## src/rtl/pc_sequencer.sv

```systemverilog
// Program-counter stage: holds PC/EPC, selects the next PC and runs the
// multi-cycle exception entry that fetches the handler address byte from memory.
module pc_sequencer #(
  parameter logic [31:0] RESET_VECTOR = 32'h0000_0000,
  parameter logic [31:0] EPC_OFFSET   = 32'd4,
  parameter logic [31:0] EXC_BASE     = 32'd253,
  parameter int unsigned MEM_LATENCY  = 1
) (
  input  logic        clk,
  input  logic        reset,
  input  logic        pc_write,
  input  logic [1:0]  pc_src,
  input  logic [31:0] alu_in,
  input  logic [31:0] brancher_in,
  input  logic [25:0] jump_index,
  input  logic        exc_req,
  input  logic [1:0]  exc_code,
  input  logic [7:0]  mem_rdata,
  output logic [31:0] pc_out,
  output logic [31:0] epc_out,
  output logic [31:0] exc_addr_out,
  output logic        exc_mem_read,
  output logic        busy,
  output logic        exc_done
);

  localparam int unsigned CNT_W = 3;
  localparam logic [CNT_W-1:0] LAT_LOAD = CNT_W'(MEM_LATENCY - 1);

  localparam logic [1:0] SRC_ALU    = 2'b00;
  localparam logic [1:0] SRC_BRANCH = 2'b01;
  localparam logic [1:0] SRC_JUMP   = 2'b10;
  localparam logic [1:0] SRC_EPC    = 2'b11;

  typedef enum logic [1:0] {
    ST_RUN      = 2'b00,
    ST_EXC_ADDR = 2'b01,
    ST_EXC_WAIT = 2'b10,
    ST_EXC_LOAD = 2'b11
  } state_e;

  state_e           state_q, state_d;
  logic [31:0]      pc_q, pc_d;
  logic [31:0]      epc_q, epc_d;
  logic [31:0]      exc_addr_q, exc_addr_d;
  logic             mem_read_q, mem_read_d;
  logic             busy_q, busy_d;
  logic             exc_done_q, exc_done_d;
  logic [CNT_W-1:0] cnt_q, cnt_d;

  logic [31:0]      jump_target;
  logic [31:0]      next_pc;
  logic [1:0]       code_eff;

  // Next-PC source mux; jump target keeps the current PC's top nibble.
  always_comb begin
    jump_target = {pc_q[31:28], jump_index, 2'b00};
    next_pc     = alu_in;
    unique case (pc_src)
      SRC_ALU:    next_pc = alu_in;
      SRC_BRANCH: next_pc = brancher_in;
      SRC_JUMP:   next_pc = jump_target;
      SRC_EPC:    next_pc = epc_q;
      default:    next_pc = alu_in;
    endcase
  end

  // Reserved code 11 vectors like invalid opcode.
  assign code_eff = (exc_code == 2'b11) ? 2'b00 : exc_code;

  always_comb begin
    state_d    = state_q;
    pc_d       = pc_q;
    epc_d      = epc_q;
    exc_addr_d = exc_addr_q;
    cnt_d      = cnt_q;
    mem_read_d = 1'b0;
    exc_done_d = 1'b0;

    unique case (state_q)
      ST_RUN: begin
        if (exc_req) begin
          epc_d      = pc_q - EPC_OFFSET;
          exc_addr_d = EXC_BASE + 32'(code_eff);
          mem_read_d = 1'b1;
          state_d    = ST_EXC_ADDR;
        end else if (pc_write) begin
          pc_d = next_pc;
        end
      end
      ST_EXC_ADDR: begin
        cnt_d = LAT_LOAD;
        if (LAT_LOAD == '0) begin
          state_d = ST_EXC_LOAD;
        end else begin
          mem_read_d = 1'b1;
          state_d    = ST_EXC_WAIT;
        end
      end
      ST_EXC_WAIT: begin
        // A zero count can only come from a bad parameter; never stall on it.
        if (cnt_q <= CNT_W'(1)) begin
          cnt_d   = '0;
          state_d = ST_EXC_LOAD;
        end else begin
          cnt_d      = cnt_q - CNT_W'(1);
          mem_read_d = 1'b1;
        end
      end
      ST_EXC_LOAD: begin
        pc_d       = {24'b0, mem_rdata};
        exc_done_d = 1'b1;
        state_d    = ST_RUN;
      end
      default: begin
        state_d = ST_RUN;
      end
    endcase

    busy_d = (state_d != ST_RUN);
  end

  always_ff @(posedge clk or posedge reset) begin
    if (reset) begin
      state_q    <= ST_RUN;
      pc_q       <= RESET_VECTOR;
      epc_q      <= '0;
      exc_addr_q <= '0;
      mem_read_q <= 1'b0;
      busy_q     <= 1'b0;
      exc_done_q <= 1'b0;
      cnt_q      <= '0;
    end else begin
      state_q    <= state_d;
      pc_q       <= pc_d;
      epc_q      <= epc_d;
      exc_addr_q <= exc_addr_d;
      mem_read_q <= mem_read_d;
      busy_q     <= busy_d;
      exc_done_q <= exc_done_d;
      cnt_q      <= cnt_d;
    end
  end

  assign pc_out       = pc_q;
  assign epc_out      = epc_q;
  assign exc_addr_out = exc_addr_q;
  assign exc_mem_read = mem_read_q;
  assign busy         = busy_q;
  assign exc_done     = exc_done_q;

endmodule

```

## config.mk

```make
export PLATFORM = sky130hd
export DESIGN_NAME = pc_sequencer
export DESIGN_NICKNAME = d
export VERILOG_FILES = /design/src/rtl/pc_sequencer.sv
export SDC_FILE = /design/constraint.sdc
export NUM_CORES = 1
export LEC_CHECK = 0
export CAP_MARGIN = 20
export CORE_UTILIZATION = 45
export DETAILED_ROUTE_END_ITERATION = 10
export HOLD_SLACK_MARGIN = 0.03
export PLACE_DENSITY = 0.95
export RECOVER_POWER = 25
export SETUP_SLACK_MARGIN = 0.3
export SYNTH_ARGS = -nofsm -noshare
export SYNTH_HDL_FRONTEND = slang
export SYNTH_SLANG_ARGS = --single-unit
```

## constraint.sdc

```tcl
create_clock -name clk -period 5.1 [get_ports clk]
set_input_delay 1.275 -clock clk [delete_from_list [all_inputs] [get_ports clk]]
set_output_delay 1.275 -clock clk [all_outputs]
set_load 0.01 [all_outputs]
```

==> flow_summary.json <==
{
  "post-route-util_pct": 66.7,
  "port_buffers": 181,
  "p_leak_nw": 2.69,
  "crit_type": "in2async",
  "period_share_pct": 66.6,
  "max-clock-path-buffers": 2,
  "path_max_fanout": 40,
  "maxCapViolCount": 1,
  "dieArea_mm2": 0.0104,
  "post_drt_wl_per_cell_um": 18.6,
  "cts_inserted_buffers": 9,
  "grt_pass1_vias": 4273,
  "grt_pass1_wl_mm": 20.9,
  "ant_nets": 0,
  "htree_levels": 3,
  "coreArea_mm2": 0.00973,
  "setup_viol": 0,
  "grt_max_degree": 41,
  "synthCells": 422,
  "worst_pin_slew_ns": 1.59,
  "regArea_mm2": 0.00190,
  "clock_latency_ns": 0.34,
  "crit_required_ns": 5.42,
  "drive_above_1_share_pct": 9.20,
  "antenna_cells": 0,
  "clock-skew-final_ns": 0.0127,
  "clkTransAtPathRegs_ns": 0.07,
  "dr.pass1.iters": 4,
  "routed_wl_mm": 13.4,
  "final_common_cell": "clkdlybuf4s50_1",
  "hold_path_class": "reg2reg",
  "ios": 205,
  "cp-start-kind": "primary input",
  "drv_slew": 38,
  "route.detailed.drc": 0,
  "gp_congestion": 0.861,
  "place_ws_ns": 1.70,
  "final.setup.tns_ns": 0,
  "final-instance-count-excl-fill": 720,
  "cp-end-kind": "asynchronous set/reset pin",
  "synth_cell_types": 46,
  "relSlewSlack_pct": -6.80,
  "globalRoute.totalOverflow": 0,
  "rsz0062_at_grt": "no",
  "ir_worst_vdd_mv": 0.235,
  "synth.avg_cell_area_um2": 10.6,
  "synthToLayoutAreaGrowth_pct": 44.4,
  "syn_area_mm2": 0.00449,
  "die_y_um": 102,
  "hold_viol": 0,
  "fmax_mhz": 294,
  "cts-root-buf": "clkbuf_8",
  "synth_edf_count": 0,
  "multi_input_area_mm2": 0.00230,
  "grt_usage_pct": 26.6,
  "outcome": "finished with violations",
  "vias": 4085,
  "worst_slack_ns": 1.70,
  "violations": "capacitance limit, slew limit",
  "yosysSeqAreaShare_pct": 42.3,
  "arrival_ns": 3.72,
  "min_period_ns": 3.40,
  "synthFlopType": "dfrtp_1",
  "vias_per_cell": 5.67,
  "holdWs_ns": 0.490,
  "initial_core_util_pct": 46.2,
  "ys_ff_latch": 76,
  "fillers": 767,
  "nNetsFinal": 697,
  "die_w_um": 102,
  "drtIter0Drc": 132,
  "rows": 36,
  "ctsHoldBuffers": 0,
  "cts_setup_buffers": 0,
  "yosys_warnings": 0,
  "cellPowerDensity_mw_per_mm2": 587,
  "cts_sinks": 76,
  "cts_resized": 0,
  "antenna_found_initial": 0,
  "dp_cells": 705,
  "mostFrequentLayoutCells": "177 x clkdlybuf4s50_1, 76 x dfrtp_1, 38 x nor2_1",
  "cts_tree": "built",
  "async_flop_share_pct": 100,
  "dpl.hpwl_mm": 10.0
}
## power breakdown
part	total, mW	internal, mW	switching [mW]
clock	0.540	0.324	0.216
combinational	2.09	1.05	1.04
sequential	1.17	0.859	0.314
total	3.80	2.23	1.57
## registers in the layout (all words and copies together) (netlist names)
register      flops
exc_done          1
busy              1
exc_mem_read      1
state_q           2
cnt_q             3
exc_addr_out      4
pc_out           32
epc_out          32
## final timing paths
kind / cells past startpoint / slack (ns) / start / to
worst min register to register: 2 / 0.49 / exc_addr_out[0]$_DFFE_PP0P_ / exc_addr_out[0]$_DFFE_PP0P_
worst max-delay path: 3 / 1.70 / reset / epc_out[22]$_DFFE_PP0P_
worst max register to register: 6 / 2.28 / pc_out[2]$_DFFE_PP0P_ / epc_out[20]$_DFFE_PP0P_
worst min-delay path: 2 / 0.49 / exc_addr_out[0]$_DFFE_PP0P_ / exc_addr_out[0]$_DFFE_PP0P_
max in group clk: 5 / 2.00 / exc_req / pc_out[5]$_DFFE_PP0P_
min in group asynchronous: 2 / 1.76 / reset / state_q[0]$_DFF_PP0_
## worst max-delay path, stage by stage
cell and delay, ns:
dlygate4sd3_1 0.55, clkinvlp_2 0.92, clkbuf_2 0.93
## cells in the mapped netlist, types with 2 or more instances
| library cell | count | area share (%) |
|---|---|---|
| nor4_1 | 5 | 0.70 |
| a22o_1 | 20 | 3.9 |
| o211ai_1 | 3 | 0.50 |
| xnor2_1 | 7 | 1.4 |
| a31oi_1 | 18 | 2.5 |
| o21ai_0 | 22 | 2.5 |
| ha_1 | 8 | 2.2 |
| or4_4 | 3 | 0.75 |
| o31ai_1 | 10 | 1.7 |
| nand3_1 | 4 | 0.45 |
| nor3b_1 | 3 | 0.50 |
| mux2i_1 | 7 | 1.6 |
| buf_4 | 28 | 4.7 |
| or2_2 | 4 | 0.56 |
| or4_1 | 15 | 2.5 |
| mux4_2 | 26 | 13 |
| nor2_1 | 39 | 3.3 |
| buf_2 | 4 | 0.45 |
| or4b_1 | 3 | 0.67 |
| nand4b_1 | 2 | 0.39 |
| a21oi_1 | 8 | 0.89 |
| dfrtp_1 | 76 | 42 |
| clkbuf_1 | 16 | 1.3 |
| o41ai_1 | 3 | 0.59 |
| o2bb2ai_1 | 4 | 0.78 |
| a221oi_1 | 2 | 0.39 |
| buf_1 | 6 | 0.50 |
| a221o_1 | 6 | 1.3 |
| or3_1 | 12 | 1.7 |
| nand2_1 | 29 | 2.4 |
| inv_1 | 14 | 1.2 |
## metal layers
layer	routed length, um	global-route usage [%]
met5	0	0
met4	279	10.0
met3	837	4.65
met2	7290	48.8
met1	5020	31.2
## area by class of cell
class,instances,area share (%)
Sequential cell,76,29.3
Inverter,14,0.829
Clock buffer,11,2.03
Tap cell,133,2.57
Timing Repair Buffer,184,28.2
Multi-Input combinational cell,298,35.5
Clock inverter,4,1.52
## through the flow
step	instance area, um2	power [mW]
finish	6490	3.80
global route	6490	4.06
CTS	6490	3.81
detailed placement	6260	3.26
global placement	6240	3.14
floorplan	4570	2.35
## cell families (layout without fill, tap and decap cells)
| group | after synthesis | after routing | share of synthesized area (%) |
|---|---|---|---|
| other cells | 1 | 23 | 0.0835 |
| flops | 76 | 76 | 42.3 |
| simple gates | 124 | 124 | 14.6 |
| xor+xnor | 8 | 8 | 1.56 |
| compound gates | 102 | 102 | 16.1 |
| buf+inv | 70 | 213 | 8.50 |
| mux | 33 | 33 | 14.6 |
| fa+ha+maj | 8 | 8 | 2.23 |
Power figures use the tool's default switching activity.
